## config.mk

```make
export PLATFORM = sky130hd
export DESIGN_NAME = systolic_sched
export DESIGN_NICKNAME = d
export VERILOG_FILES = /design/src/rtl/systolic_sched.sv
export SDC_FILE = /design/constraint.sdc
export NUM_CORES = 1
export LEC_CHECK = 0
export ABC_AREA = 1
export CORE_MARGIN = 5
export CORE_UTILIZATION = 53
export CTS_CLUSTER_DIAMETER = 200
export CTS_CLUSTER_SIZE = 25
export DETAILED_ROUTE_END_ITERATION = 7
export PLACE_DENSITY = 0.87
export RECOVER_POWER = 50
export SKIP_LAST_GASP = 1
export SYNTH_ARGS = -nofsm -noshare
export SYNTH_HDL_FRONTEND = slang
export SYNTH_SLANG_ARGS = --single-unit
```

## constraint.sdc

```tcl
create_clock -name clk -period 2.7 [get_ports clk]
set_input_delay 0.405 -clock clk [delete_from_list [all_inputs] [get_ports clk]]
set_output_delay 0.405 -clock clk [all_outputs]
set_load 0.03 [all_outputs]
```

## src/rtl/systolic_sched.sv

```systemverilog
// Sequencing controller for the weight-stationary INT8 systolic array: clear, weight load, K-beat compute, drain, done.
// Optional build macro SCHED_PERF_CNT_EN adds saturating busy/stall performance counters.
module systolic_sched #(
    parameter int N_ROWS      = 16,
    parameter int N_COLS      = 16,
    parameter int PIPE        = 1,
    parameter int K_W         = 16,
    parameter int WLOAD_BEATS = N_COLS
) (
    input  logic              clk,
    input  logic              rst_n,
    input  logic              start,
    input  logic [K_W-1:0]    k_len,
    input  logic [N_ROWS-1:0] row_mask,
    input  logic              abort,
    input  logic              w_valid,
    output logic              w_ready,
    input  logic              act_valid,
    output logic              act_ready,
    output logic              zero_fill,
    output logic              arr_en,
    output logic              arr_clr,
    output logic              arr_load_weight,
    output logic [N_ROWS-1:0] arr_row_en,
    output logic              busy,
    output logic              done,
    output logic              err,
`ifdef SCHED_PERF_CNT_EN
    output logic [31:0]       perf_busy_cyc,
    output logic [31:0]       perf_stall_cyc,
`endif
    output logic              aborted
);

    localparam int DRAIN_CYC = N_ROWS + N_COLS + PIPE - 1;
    localparam int BEAT_W    = $clog2(WLOAD_BEATS + 1);
    localparam int DRAIN_W   = $clog2(DRAIN_CYC + 1);

    localparam logic [BEAT_W-1:0]  BEAT_LAST  = BEAT_W'(WLOAD_BEATS - 1);
    localparam logic [DRAIN_W-1:0] DRAIN_LAST = DRAIN_W'(DRAIN_CYC - 1);

    typedef enum logic [2:0] {
        S_IDLE,
        S_CLEAR,
        S_LOAD,
        S_COMPUTE,
        S_DRAIN,
        S_DONE
    } state_t;

    state_t              state;
    logic [K_W-1:0]      k_len_q;
    logic [K_W-1:0]      k_cnt;
    logic [N_ROWS-1:0]   mask_q;
    logic [BEAT_W-1:0]   beat_cnt;
    logic [DRAIN_W-1:0]  drain_cnt;

    logic start_ok;
    assign start_ok = (state == S_IDLE) && start && (row_mask != '0);

    // NOTE: all sequential state uses non-blocking assignments so every flop samples pre-edge values.
    always_ff @(posedge clk) begin
        if (!rst_n) begin
            state     <= S_IDLE;
            k_len_q   <= '0;
            k_cnt     <= '0;
            mask_q    <= '0;
            beat_cnt  <= '0;
            drain_cnt <= '0;
            err       <= 1'b0;
            aborted   <= 1'b0;
        end else begin
            err     <= 1'b0;
            aborted <= 1'b0;
            // Abort outranks every transition, including the final beat of a phase.
            if (state != S_IDLE && abort) begin
                state     <= S_IDLE;
                aborted   <= 1'b1;
                k_cnt     <= '0;
                beat_cnt  <= '0;
                drain_cnt <= '0;
            end else begin
                case (state)
                    S_IDLE: begin
                        if (start_ok) begin
                            k_len_q   <= k_len;
                            mask_q    <= row_mask;
                            k_cnt     <= '0;
                            beat_cnt  <= '0;
                            drain_cnt <= '0;
                            state     <= S_CLEAR;
                        end else if (start) begin
                            err <= 1'b1;
                        end
                    end
                    S_CLEAR: state <= S_LOAD;
                    S_LOAD: begin
                        if (w_valid) begin
                            if (beat_cnt == BEAT_LAST) begin
                                beat_cnt <= '0;
                                state    <= (k_len_q == '0) ? S_DONE : S_COMPUTE;
                            end else begin
                                beat_cnt <= beat_cnt + BEAT_W'(1);
                            end
                        end
                    end
                    S_COMPUTE: begin
                        if (act_valid) begin
                            if (k_cnt == k_len_q - K_W'(1)) begin
                                k_cnt <= '0;
                                state <= S_DRAIN;
                            end else begin
                                k_cnt <= k_cnt + K_W'(1);
                            end
                        end
                    end
                    S_DRAIN: begin
                        if (drain_cnt == DRAIN_LAST) begin
                            drain_cnt <= '0;
                            state     <= S_DONE;
                        end else begin
                            drain_cnt <= drain_cnt + DRAIN_W'(1);
                        end
                    end
                    S_DONE:  state <= S_IDLE;
                    default: state <= S_IDLE;
                endcase
            end
        end
    end

    // NOTE: every always_comb output gets a default first so no path can infer a latch.
    always_comb begin
        w_ready         = 1'b0;
        act_ready       = 1'b0;
        zero_fill       = 1'b0;
        arr_en          = 1'b0;
        arr_clr         = 1'b0;
        arr_load_weight = 1'b0;
        done            = 1'b0;
        case (state)
            S_CLEAR: arr_clr = 1'b1;
            S_LOAD: begin
                w_ready         = 1'b1;
                arr_load_weight = w_valid;
            end
            S_COMPUTE: begin
                act_ready = 1'b1;
                arr_en    = act_valid;
            end
            S_DRAIN: begin
                arr_en    = 1'b1;
                zero_fill = 1'b1;
            end
            S_DONE:  done = 1'b1;
            default: ;
        endcase
    end

    assign busy       = (state != S_IDLE);
    assign arr_row_en = (state == S_IDLE) ? '0 : mask_q;

`ifdef SCHED_PERF_CNT_EN
    logic stall_now;
    assign stall_now = ((state == S_COMPUTE) && !act_valid) || ((state == S_LOAD) && !w_valid);

    always_ff @(posedge clk) begin
        if (!rst_n || start_ok) begin
            perf_busy_cyc  <= '0;
            perf_stall_cyc <= '0;
        end else begin
            if (busy && perf_busy_cyc != '1)
                perf_busy_cyc <= perf_busy_cyc + 32'd1;
            if (stall_now && perf_stall_cyc != '1)
                perf_stall_cyc <= perf_stall_cyc + 32'd1;
        end
    end
`endif

`ifndef SYNTHESIS
    a_lw_en_excl: assert property (@(posedge clk) disable iff (!rst_n)
        !(arr_load_weight && arr_en));
    a_clr_only_clear: assert property (@(posedge clk) disable iff (!rst_n)
        arr_clr |-> (state == S_CLEAR));
    a_row_en_idle: assert property (@(posedge clk) disable iff (!rst_n)
        (state == S_IDLE) |-> (arr_row_en == '0));
`endif

endmodule

```

==> impl_metrics.env, run 1 <==
export IMPL_ys_ff_latch=64
export IMPL_synth_xor_area_share_pct=6.63
export IMPL_vias=3569
export IMPL_syn_avg_cell_area_um2=6.86
export IMPL_p_seq_share_pct=30.8
export IMPL_period_share_pct=96.1
export IMPL_synthCells=520
export IMPL_clk_pin_slew_ns=0.07
export IMPL_fillers=517
export IMPL_drtPass1Iterations=5
export IMPL_routed_top_layer="met4"
export IMPL_leakage_nw=1.79
export IMPL_end_kind="output port"
export IMPL_die_y_um=92.0
export IMPL_synth_top_family_by_area="simple AND/OR/NAND/NOR gates"
export IMPL_status="completed"
export IMPL_root_buffer="clkbuf_8"
export IMPL_ys_seq_area_share_pct=35.9
export IMPL_worstPathMaxFanout=6
export IMPL_postCtsSetupRepairBufs=0
export IMPL_grt_antenna_before_repair=0
export IMPL_ys_async_sr_fraction_pct=0
export IMPL_synth_simple_area_share_pct=32.9
export IMPL_via_per_inst=5.35
export IMPL_wl_met3_um=540
export IMPL_wire_per_inst_um=13.8
export IMPL_p_int_w=0.00223
export IMPL_synth_top_area_share_pct=35.9
export IMPL_nets=629
export IMPL_setup_viol=0
export IMPL_yosysUniqueCellTypes=36
export IMPL_drive_gt1_share_pct=9.15
export IMPL_synth_compound_area_share_pct=13.6
export IMPL_syn_nets=563
export IMPL_gr_usage_all_layers_pct=22.8
export IMPL_htreeDepth=3
export IMPL_route_detailed_drc=0
export IMPL_rsz0062_at_grt="no"
export IMPL_arrival_ns=2.19
export IMPL_worst_pin_slew_ns=0.542
export IMPL_std_cell_rows=29
export IMPL_cp_start_kind="flip-flop"
export IMPL_synth_area_leader_cell="dfxtp_1"
export IMPL_p_switching_w=0.00181
export IMPL_clock_sinks=64
export IMPL_slew_headroom_pct=63.7
export IMPL_finalInstanceArea_mm2=0.00445
export IMPL_drv_cap=0
export IMPL_synth_edf_count=0
export IMPL_fmax_mhz=385
export IMPL_min_period_ns=2.59
export IMPL_grt_pass1_vias=3560
export IMPL_synthMuxAreaShare_pct=0.281
export IMPL_overflow=0
export IMPL_dr_wl_met2_mm=4.67
export IMPL_finalHoldViolations=0
export IMPL_insertion_delay_ns=0.34
export IMPL_drtIter0Drc=202
export IMPL_grt_max_degree=54
export IMPL_dieWidth_um=92.0
export IMPL_ir_drop_uv=707
export IMPL_power_density_mw_per_mm2=905
export IMPL_whs_path_depth=2
export IMPL_placed_area_mm2=0.00426
export IMPL_switching_share_pct=44.8
export IMPL_maxSlewViolCount=0
export IMPL_grt_pass1_wl_mm=15.8
export IMPL_ys_warn_count=0
export IMPL_io_buffers=63
export IMPL_wirelength_mm=9.23
export IMPL_fin_tns_setup_ns=0
export IMPL_antennaDiodeCount=0
export IMPL_hp_class="flip-flop to flip-flop"
export IMPL_finish_utilization_pct=68.9
export IMPL_hpwl_mm=6.96
export IMPL_finalClockSkew_ns=0.00620
export IMPL_num_io_pins=64
export IMPL_power_frac_comb_pct=49.6
export IMPL_netlist_top_cells_count="nand2_1, nor2_1, inv_1, dfxtp_1, o21ai_0"
export IMPL_dieArea_mm2=0.00847
export IMPL_core_area_mm2=0.00646
export IMPL_setup_worst_path_class="flip-flop to output port"
export IMPL_ant_nets=0
export IMPL_wl_met1_mm=3.81
export IMPL_cts_tree="done"
export IMPL_numCtsBuffers=9
export IMPL_clockPowerShare_pct=19.6
export IMPL_synth_top_flop_cell="dfxtp_1"
export IMPL_worstPathRequired_ns=2.30
export IMPL_areaGrowthSynthToFinish_pct=24.9
export IMPL_start_util_pct=55.2
export IMPL_clk_path_buf_depth=2
export IMPL_syn_area_mm2=0.00357
export IMPL_synth_adder_area_share_pct=1.75
export IMPL_gp_congestion=0.905
export IMPL_ys_top_cells_by_area="dfxtp_1, nand2_1, nor2_1"
export IMPL_reg2reg_depth=16
==> cell type report <==
| cell class | count | area [um2] | share of cell area (%) |
|---|---|---|---|
| clock buffers | 11 | 141 | 3.18 |
| clock inverters | 4 | 45.0 | 1.01 |
| inverters | 70 | 265 | 5.96 |
| multi-input cells | 375 | 1970 | 44.3 |
| flip-flops and latches | 64 | 1280 | 28.8 |
| well taps | 77 | 96.3 | 2.16 |
| repair buffers | 66 | 653 | 14.7 |
==> layout by cell type, fill, tap and decap left out, types with 2 or more instances in the layout <==
cell type,n
a21o_1,2
a21oi_1,37
and2_1,2
buf_4,3
clkbuf_8,10
clkdlybuf4s50_1,60
clkinv_2,3
dfxtp_1,64
dlygate4sd3_1,3
ha_1,5
inv_1,66
inv_2,3
nand2_1,89
nand2_2,4
nand2_4,3
nand3_1,19
nand3b_1,5
nand4_1,2
nor2_1,88
nor2_2,13
nor2_4,6
nor3_1,7
nor3_2,3
nor4_1,4
o21ai_0,45
o22ai_1,2
or2_0,2
xnor2_1,12
xor2_1,15
==> repair_timing <==
item,4_1_cts,5_1_grt
hold buffers,0,0
resized for setup,0,1
setup endpoints to repair,0,1
==> per-stage QoR <==
| step | instances | hold slack [ns] | power [W] | worst slack [ns] |
|---|---|---|---|---|
| after global placement | 652 | 0.443 | 0.00314 | 0.449 |
| after global routing | 667 | 0.467 | 0.00433 | 0.0110 |
| after floorplan | 520 | 0.430 | 0.00269 | 0.716 |
| after CTS | 667 | 0.455 | 0.00403 | 0.0143 |
| after detailed placement | 652 | 0.445 | 0.00323 | 0.296 |
| final | 667 | 0.451 | 0.00403 | 0.106 |
==> worst paths after layout <==
path                    from         endpoint  slack, ns
hold reg to reg    mask_q[4]        mask_q[4]       0.45
setup / recovery    state[1]  arr_load_weight       0.11
hold / removal     mask_q[4]        mask_q[4]       0.45
setup reg to reg  k_len_q[0]         k_cnt[7]       0.52
==> worst max-delay path, stage by stage, from the launching register on <==
cell	delay [ns]
dfxtp_1	0.49
inv_2	0.13
nor3_4	0.24
nand2_1	0.17
inv_1	0.13
clkdlybuf4s50_1	0.69
==> power by group through the flow <==
stage | registers (W) | clock network [W] | logic [W]
finish | 0.00124 | 0.000791 | 0.00200
global route | 0.00126 | 0.000849 | 0.00222
CTS | 0.00123 | 0.000805 | 0.00199
detailed placement | 0.00125 | 0 | 0.00197
global placement | 0.00124 | 0 | 0.00190
floorplan | 0.00122 | 0 | 0.00146
==> state kept, by name, summed over array words and instances (netlist names) <==
signal,cells
k_cnt,16
beat_cnt,5
aborted,1
err,1
drain_cnt,6
state,3
k_len_q,16
mask_q,16
==> routing by layer <==
metal  vias to the layer above  track usage, %
met5                         -               0
met1                      1628            25.8
met4                         0            9.16
li1                       1790               -
met3                        20            6.63
met2                       131            40.3
==> kinds of logic after synthesis <==
| kind of cell | Yosys count |
|---|---|
| XOR/XNOR | 27 |
| multiplexers | 1 |
| AO/OA/AOI/OAI | 91 |
| buffers and inverters | 81 |
| flip-flops | 64 |
| adder cells (fa/ha/maj) | 5 |
| AND/OR/NAND/NOR | 251 |
No activity file was read; power rests on OpenSTA's default activity.
==> run 2, diff against run 1 <==
--- a/config.mk
+++ b/config.mk
@@ -6,12 +6,14 @@
 export NUM_CORES = 1
 export LEC_CHECK = 0
 export ABC_AREA = 1
+export CELL_PAD_IN_SITES_DETAIL_PLACEMENT = 0
+export CELL_PAD_IN_SITES_GLOBAL_PLACEMENT = 1
 export CORE_MARGIN = 5
-export CORE_UTILIZATION = 53
+export CORE_UTILIZATION = 37
 export CTS_CLUSTER_DIAMETER = 200
 export CTS_CLUSTER_SIZE = 25
 export DETAILED_ROUTE_END_ITERATION = 7
-export PLACE_DENSITY = 0.87
+export PLACE_DENSITY = 0.86
 export RECOVER_POWER = 50
 export SKIP_LAST_GASP = 1
 export SYNTH_ARGS = -nofsm -noshare
==> run 2 against run 1 <==
  * Via count decreased by 4.2%
  * Die area grew 38%
  * Critical path depth increased by 1
  * Worst setup slack improved by 0.097 ns
  * Largest cell class unchanged
==> impl_metrics.env, run 2 (synthesis gave the netlist of run 1 again) <==
export IMPL_r2r_slack_ns=0.51
export IMPL_clk_pin_slew_ns=0.07
export IMPL_grt_pass1_wl_mm=15.1
export IMPL_clock_sinks=64
export IMPL_hpwl_mm=6.88
export IMPL_gp_congestion=0.810
export IMPL_dieArea_mm2=0.0117
export IMPL_switching_share_pct=43.0
export IMPL_hp_start="mask_q[7]"
export IMPL_start_util_pct=38.2
export IMPL_min_period_ns=2.50
export IMPL_worstPathMaxFanout=16
export IMPL_fillers=961
export IMPL_io_buffers=63
export IMPL_die_y_um=108
export IMPL_rr_endpoint="k_cnt[7]"
export IMPL_maxSlewViolCount=0
export IMPL_mostFrequentLayoutCell="nand2_1"
export IMPL_gr_usage_all_layers_pct=16.0
export IMPL_cp_start_kind="flip-flop"
export IMPL_largestRegisters="k_cnt x16, k_len_q x16, mask_q x16"
export IMPL_end_kind="output port"
export IMPL_path_delay_family="buffers and inverters"
export IMPL_power_frac_comb_pct=49.1
export IMPL_arrival_ns=2.09
export IMPL_r2r_start="k_len_q[0]"
export IMPL_worstPathRequired_ns=2.30
export IMPL_htreeDepth=3
export IMPL_finalWorstSetupSlack_ns=0.203
export IMPL_route_detailed_drc=0
export IMPL_fmax_mhz=400
export IMPL_areaGrowthSynthToFinish_pct=28.9
export IMPL_grt_pass1_vias=3330
export IMPL_rsz0062_at_grt="no"
export IMPL_grt_antenna_before_repair=0
export IMPL_wirelength_mm=8.85
export IMPL_dieWidth_um=108
export IMPL_num_io_pins=64
export IMPL_power_density_mw_per_mm2=915
export IMPL_ir_drop_uv=602
export IMPL_ant_nets=0
export IMPL_finalHoldViolations=0
export IMPL_whs_endpoint="mask_q[7]"
export IMPL_period_share_pct=92.5
export IMPL_root_buffer="clkbuf_8"
export IMPL_slowest_stage="clkdlybuf4s50_1"
export IMPL_startpoint="state[1]"
export IMPL_nets=632
export IMPL_p_switching_w=0.00181
export IMPL_ctsHoldBuffers=0
export IMPL_wire_per_inst_um=12.2
export IMPL_setup_viol=0
export IMPL_cts_tree="done"
export IMPL_grt_max_degree=54
export IMPL_final_cell_mix="nand2_1, nor2_1, inv_1"
export IMPL_p_seq_share_pct=29.3
export IMPL_vias=3419
export IMPL_fin_tns_setup_ns=0
export IMPL_setup_worst_path_class="flip-flop to output port"
export IMPL_drive_gt1_share_pct=9.93
export IMPL_p_int_w=0.00240
export IMPL_slew_headroom_pct=66.4
export IMPL_numCtsBuffers=9
export IMPL_clk_path_buf_depth=2
export IMPL_drtIter0Drc=149
export IMPL_worst_pin_slew_ns=0.502
export IMPL_reg2reg_depth=15
export IMPL_finalClockSkew_ns=0.0110
export IMPL_power_total_w=0.00421
export IMPL_drtPass1Iterations=4
export IMPL_leakage_nw=1.85
export IMPL_via_per_inst=4.73
export IMPL_insertion_delay_ns=0.34
export IMPL_status="completed"
export IMPL_std_cell_rows=35
export IMPL_drv_cap=0
export IMPL_hp_class="flip-flop to flip-flop"
export IMPL_cpPeakStageDelay_ns=0.68
export IMPL_antennaDiodeCount=0
export IMPL_overflow=0
export IMPL_crit_path_cell_trace="nor2_4 > nand2_4 > clkinvlp_4 > buf_12 > nor2_1 > clkdlybuf4s50_1"
export IMPL_crit_buf_inv=3
export IMPL_place_ws_ns=0.297
export IMPL_clockPowerShare_pct=21.6
export IMPL_whs_path_depth=2
export IMPL_core_area_mm2=0.00933
==> run 2: worst max path at each step <==
stage / to / slack, ns / cells after the start
final: arr_row_en[7] / 0.20 / 6
after global routing: drain_cnt[5] / 0.08 / 12
after CTS: arr_row_en[7] / 0.13 / 5
after detailed placement: k_cnt[7] / 0.30 / 11
after global placement: k_cnt[7] / 0.39 / 11
after floorplan: arr_en / 0.72 / 4
==> run 2: layout make-up <==
type / instances / area, um2 / share of cell area, %
repair buffers: 69 / 702 / 15.3
flip-flops and latches: 64 / 1280 / 27.9
clock inverters: 6 / 82.6 / 1.80
multi-input cells: 375 / 1960 / 42.7
well taps: 129 / 161 / 3.51
clock buffers: 10 / 138 / 2.99
inverters: 70 / 269 / 5.85
==> run 2: stage by stage <==
stage | instances | utilization (%) | hold slack (ns) | instance area, um2
final | 723 | 49.3 | 0.454 | 4600
after detailed placement | 706 | 46.7 | 0.448 | 4360
after CTS | 722 | 49.1 | 0.459 | 4580
after global placement | 706 | 46.7 | 0.440 | 4360
after global routing | 723 | 49.3 | 0.475 | 4600
after floorplan | 520 | - | 0.430 | 3570
==> run 2: power by group through the flow <==
stage | Combinational (W) | Clock (W) | Sequential, W
floorplan | 0.00146 | 0 | 0.00122
global placement | 0.00199 | 0 | 0.00125
detailed placement | 0.00201 | 0 | 0.00126
CTS | 0.00202 | 0.000931 | 0.00124
global route | 0.00232 | 0.000975 | 0.00126
finish | 0.00206 | 0.000908 | 0.00123
==> run 2: timing repair <==
item                       in CTS  in global routing
setup buffers                   0                  1
gates resized for setup         0                  3
setup endpoints to repair       0                  5
==> run 2: worst register-to-register path: stages, from the launching register on <==
cell	delay [ns]
dfxtp_1	0.34
inv_1	0.13
ha_1	0.24
nand2_2	0.13
nor2_2	0.17
nand2_1	0.11
nand3_1	0.08
nand2_1	0.05
nor2_1	0.09
nand2_1	0.05
nor2_1	0.11
nand2_1	0.10
nand2_2	0.11
nand2_2	0.08
nand2_4	0.22
nor2_1	0.08
==> run 2: metal layers <==
| layer | wire length [um] | vias up | track usage [%] |
|---|---|---|---|
| li1 | - | 1784 | - |
| met1 | 4070 | 1556 | 19.6 |
| met4 | 121 | 0 | 4.33 |
| met2 | 4290 | 68 | 27.4 |
| met3 | 369 | 11 | 4.72 |
| met5 | 0 | - | 0 |
==> edit 1 (flow settings as in run 1) <==
Change the parameter `N_COLS` from 16 to 64.
--- a/src/rtl/systolic_sched.sv
+++ b/src/rtl/systolic_sched.sv
@@ -2,7 +2,7 @@
 // Optional build macro SCHED_PERF_CNT_EN adds saturating busy/stall performance counters.
 module systolic_sched #(
     parameter int N_ROWS      = 16,
-    parameter int N_COLS      = 16,
+    parameter int N_COLS      = 64,
     parameter int PIPE        = 1,
     parameter int K_W         = 16,
     parameter int WLOAD_BEATS = N_COLS
Function: same outputs for any inputs over 10 cycles, from zero or initial values and one cycle with rst_n low; that may be too few to reach the edited logic, so the function may still have changed.
==> edit 1 against run 1 <==
Total power rose by 3.5%. Clock power up 9.4%. Cell area grew 4.3%. Largest cell class unchanged. Synthesized cell count is 10% higher. Via count grew 6.0%. Highest routed layer unchanged. Non-clock buffer count shrank 1. Register-to-register slack worse by 0.16 ns. Sequential cell count is 3 higher. Wire length increased by 1.6%. Worst setup slack better by 0.0078 ns. Area after synthesis increased by 4.7%.
==> edit 1: results (changes against run 1) <==
| Metric | Value |
|---|---|
| Outcome | complete, no violations |
| Final #Nets | 679 (+7.9%) |
| Placed Area | 0.00443 mm² (+3.8%) |
| Fin worst setup slack | 0.113 ns (+0.00779 ns) |
| Worst-Margin Slew | 1.18 ns (+0.641 ns) |
| Synth Area in XOR/XNOR | 4.22% (-2.4 points) |
| Routed wire per std cell | 12.7 µm (-8.1%) |
| WHS | 0.457 ns (+0.00638 ns) |
| # port buffers | 63 (unchanged) |
| Asr flop ratio synth | 0% (unchanged) |
| Total track usage | 22.6% (-0.18 points) |
| Synth Area in Compound Gates | 13.8% (+0.22 points) |
| Htree depth | 3 (unchanged) |
| DR iter-0 viols | 175 (-13%) |
| Initial antenna violation count | 0 (unchanged) |
| Num CTS Buffers | 9 (unchanged) |
| Max rail drop VDD | 577 µV (-18%) |
| Slack of the worst reg-to-reg path | 0.36 ns (-0.16 ns) |
| Root buffer cell | clkbuf_8 |
| Vias in the first global route | 3,712 (+4.3%) |
| Worst stage delay on the critical path | 0.70 ns |
| Placer Congestion | 0.965 (+6.6%) |
| Final wirelength | 9380 µm (+1.6%) |
| Via count | 3,782 (+6.0%) |
| Net count after synthesis | 616 (+9.4%) |
| Fillers | 608 (+18%) |
| Leakage | 1.98 nW (+11%) |
| Clk Latency, worst-skew pair | 0.35 ns |
| Fin Clk Skew | 0.00550 ns (-0.000702 ns) |
| Top cells by area, synth | dfxtp_1 (36%), nand2_1 (12%), nor2_1 (9.6%), inv_1 (6.9%), a21oi_1 (6.2%) |
| Post-synthesis cell type count | 35 (-2.8%) |
| Max Fanout on Critical Path | 17 (+11) |
| First-pass GRT wire length | 16,200 µm (+2.4%) |
| Largest net degree at the start of global routing | 53 (-1.9%) |
| Placed Cells | 721 (+11%) |
| First-pass DRT Iterations | 4 (-1) |
| Sw frac | 45.1% (+0.34 points) |
| Sequential fraction of the synthesis area | 35.9% (about the same) |
| Layout cell share with drive strength beyond 1 | 7.33% (-1.8 points) |
| Post-CTS Setup Repair Bufs | 0 (unchanged) |
| Cells after synthesis | 573 (+10%) |
| DP HPWL | 7180 µm (+3.2%) |
| Final setup fails | 0 (unchanged) |
| Syn-to-layout area delta | 24.4% |
| Synth cell count leaders | nand2_1 (121), nor2_1 (96), inv_1 (69), dfxtp_1 (67), a21oi_1 (46) |
| Adder-cell share of the synthesized area | 1.68% (-0.079 points) |
| Pre-CTS WS | 0.175 ns (-0.121 ns) |
| Mux cell area share after synthesis | 0% (-0.28 points) |
edit 1: cell types whose count changed after synthesis, moves of 4 or more:
cell / run 1 / this run
nand2_1: 88 / 121
nor2_1: 88 / 96
o21ai_0: 45 / 41
nor3_1: 7 / 14
inv_1: 65 / 69
a21oi_1: 37 / 46
nand3_1: 19 / 34
nor2_4: 6 / 2
nor2_2: 13 / 17
xnor2_1: 12 / 4
edit 1: area by class of cell:
type	count	area share, %
Inverter	73	5.93
Multi-Input combinational cell	420	43.9
Clock buffer	11	3.26
Tap cell	96	2.59
Timing Repair Buffer	65	14.1
Sequential cell	67	28.9
Clock inverter	5	1.32
edit 1: worst max-delay path, delay by kind of cell (launching register included):
family	cells	cell delay, ns
buffers and inverters	2	0.93
AND/OR/NAND/NOR	3	0.42
flip-flops	1	0.48
edit 1: kinds of logic (layout without fill, tap and decap cells):
group,count (synthesis),count (layout)
simple gates,302,302
compound gates,95,95
buf+inv,86,154
flops,67,67
xor+xnor,18,18
fa+ha+maj,5,5
edit 1: power groups by stage:
| stage | registers, mW | logic, mW | clock network [mW] |
|---|---|---|---|
| 2_1_floorplan | 1.28 | 1.52 | 0 |
| 3_3_place_gp | 1.30 | 1.95 | 0 |
| 3_5_place_dp | 1.31 | 2.01 | 0 |
| 4_1_cts | 1.29 | 2.02 | 0.878 |
| 5_1_grt | 1.31 | 2.27 | 0.938 |
| 6_report | 1.29 | 2.02 | 0.865 |
edit 1: worst paths after layout:
path / startpoint / endpoint / cells past startpoint
hold / removal: mask_q[2] / mask_q[2] / 2
hold reg to reg: mask_q[2] / mask_q[2] / 2
setup / recovery: state[0] / arr_row_en[8] / 5
setup reg to reg: k_len_q[0] / k_cnt[0] / 15
edit 1: what timing repair did:
action	4_1_cts	5_1_grt
cloned	0	0
resized for setup	1	5
setup endpoints to repair	16	5
edit 1: routing by layer:
metal,global-route usage (%),up-vias,wire length [µm]
met2,38.9,99,4540
met5,0,-,0
met3,5.69,16,503
met4,7.22,0,172
met1,27.6,1719,4170
li1,-,1948,-
==> edit 2 (config.mk and constraints of run 1) <==
Made on the original files. The 6 states of `state_t` get a one-hot encoding in 6 bits.
--- a/src/rtl/systolic_sched.sv
+++ b/src/rtl/systolic_sched.sv
@@ -39,13 +39,13 @@
     localparam logic [BEAT_W-1:0]  BEAT_LAST  = BEAT_W'(WLOAD_BEATS - 1);
     localparam logic [DRAIN_W-1:0] DRAIN_LAST = DRAIN_W'(DRAIN_CYC - 1);
 
-    typedef enum logic [2:0] {
-        S_IDLE,
-        S_CLEAR,
-        S_LOAD,
-        S_COMPUTE,
-        S_DRAIN,
-        S_DONE
+    typedef enum logic [5:0] {
+        S_IDLE    = 6'b000001,
+        S_CLEAR   = 6'b000010,
+        S_LOAD    = 6'b000100,
+        S_COMPUTE = 6'b001000,
+        S_DRAIN   = 6'b010000,
+        S_DONE    = 6'b100000
     } state_t;
 
     state_t              state;
Function: same outputs for any inputs over 10 cycles, from zero or initial values and one cycle with rst_n low; not proved beyond that.
==> edit 2 against run 1 <==
Non-clock buffer count up 4. Area after synthesis up 7.4%. Largest power group unchanged. Core utilization down 2.1 points. Fmax about the same. Synthesized cell count up 11%. Via count up 7.1%. First-iteration DRC count up 3.0%. Sequential cell count up 3. Total power up 9.0%. Final cell count up 12%. Cell area up 7.1%. Worst setup slack better by 0.0020 ns. Sequential share of layout area down 0.65 points. Critical endpoint is now arr_clr. Wire length up 1.1%.
==> edit 2: results (changes against run 1) <==
| Metric | Value |
|---|---|
| Outcome | complete, no violations |
| Vias per inst | 5.12 (-4.4%) |
| Post-synthesis cell type count | 40 (+11%) |
| Max rail drop VDD | 637 µV (-10%) |
| Die Span X | 95.0 µm (+3.2%) |
| Worst r2r src | state[3] |
| DR iter-0 viols | 208 (+3.0%) |
| Net count after synthesis | 620 (+10%) |
| Worst R2R Path Depth | 8 (-8) |
| Leakage | 2.09 nW (+17%) |
| Final #Nets | 685 (+8.9%) |
| Clk Latency, worst-skew pair | 0.35 ns |
| Sequential fraction of the synthesis area | 35.0% (-0.90 points) |
| Hold_sp | beat_cnt[4] |
| Top cells by area, synth | dfxtp_1 (35%), nand2_1 (13%), nor2_1 (11%), inv_1 (7.2%), o21ai_0 (5.8%) |
| Placer Congestion | 0.865 (-4.5%) |
| Worst-Margin Slew | 0.830 ns (+0.287 ns) |
| Hold Fails Final Rpt | 0 (unchanged) |
| Fin Clk Skew | 0.0151 ns (+0.00891 ns) |
| Vias in the first global route | 3,602 (+1.2%) |
| Root buffer cell | clkbuf_8 |
| Routed wire per std cell | 12.5 µm (-9.7%) |
| Post-route insts no fill | 747 (+12%) |
| Layout cell share with drive strength beyond 1 | 9.72% (+0.57 points) |
| DP HPWL | 6920 µm (-0.52%) |
| Syn_area_per_cell | 6.62 µm² (-3.4%) |
| Placed Cells | 731 (+12%) |
| Hold Path End | beat_cnt[4] |
| Fillers | 591 (+14%) |
| Pre-CTS WS | 0.424 ns (+0.128 ns) |
| Synth cell count leaders | nand2_1 (130), nor2_1 (108), inv_1 (73), dfxtp_1 (67), o21ai_0 (44) |
| WHS | 0.469 ns (+0.0180 ns) |
| Total track usage | 22.1% (-0.75 points) |
| Reg-to-Reg End | beat_cnt[3] |
| Largest net degree at the start of global routing | 43 (-20%) |
| Max Fanout on Critical Path | 3 (-3) |
| Slack of the worst reg-to-reg path | 0.35 ns (-0.17 ns) |
[edit 2: worst max path at each step]
stage          startpoint               to  slack [ns]
6_report         state[5]          arr_clr        0.11
5_1_grt          state[5]  arr_load_weight        0.02
4_1_cts          state[1]           arr_en        0.03
3_5_place_dp     state[1]           arr_en        0.42
3_3_place_gp     state[1]           arr_en        0.48
2_1_floorplan    state[1]  arr_load_weight        0.56
[edit 2: through the flow]
stage                     instance area [µm²]  utilization [%]
after CTS                                4780             66.9
final                                    4770             66.8
after global placement                   4550             63.7
after floorplan                          3830                -
after detailed placement                 4550             63.7
after global routing                     4770             66.8
[edit 2: what timing repair did]
item	4_1_cts	5_1_grt
endpoints found under the setup margin	0	1
hold endpoints to repair	0	0
gates resized for setup	0	2
[edit 2: report_power, final]
part / total [mW] / leakage [nW] / switching (mW) / internal (mW)
Combinational: 2.06 / 1.43 / 1.34 / 0.721
Clock: 0.956 / 0.113 / 0.386 / 0.569
Sequential: 1.38 / 0.548 / 0.184 / 1.19
[edit 2: metal layers]
layer	global-route usage, %	vias up	part of all wire, %
li1	-	1932	-
met1	26.1	1740	42
met2	36.8	128	48
met3	7.17	22	7.8
met4	9.01	0	2.1
met5	0	-	0
[edit 2: worst reg2reg max path, delay by kind of cell (launching register included)]
family / cells / cell delay, ns
AO/OA/AOI/OAI: 2 / 0.91
AND/OR/NAND/NOR: 5 / 0.81
flip-flops: 1 / 0.48
buffers and inverters: 1 / 0.07
[edit 2: kinds of logic after synthesis]
logic type	count (synthesis)	synth area share (%)
compound gates	73	10.7
fa+ha+maj	4	1.31
buf+inv	94	9.90
flops	67	35.0
xor+xnor	23	5.26
simple gates	317	37.8
[edit 2: layout make-up]
type                       count  area (µm²)  area share (%)
multi-input combinational    417        2100            44.1
sequential                    67        1340            28.1
timing repair buffer          70         681            14.3
inverter                      78         293            6.14
clock buffer                  12         155            3.25
tap                           99         124            2.60
clock inverter                 4        72.6            1.52
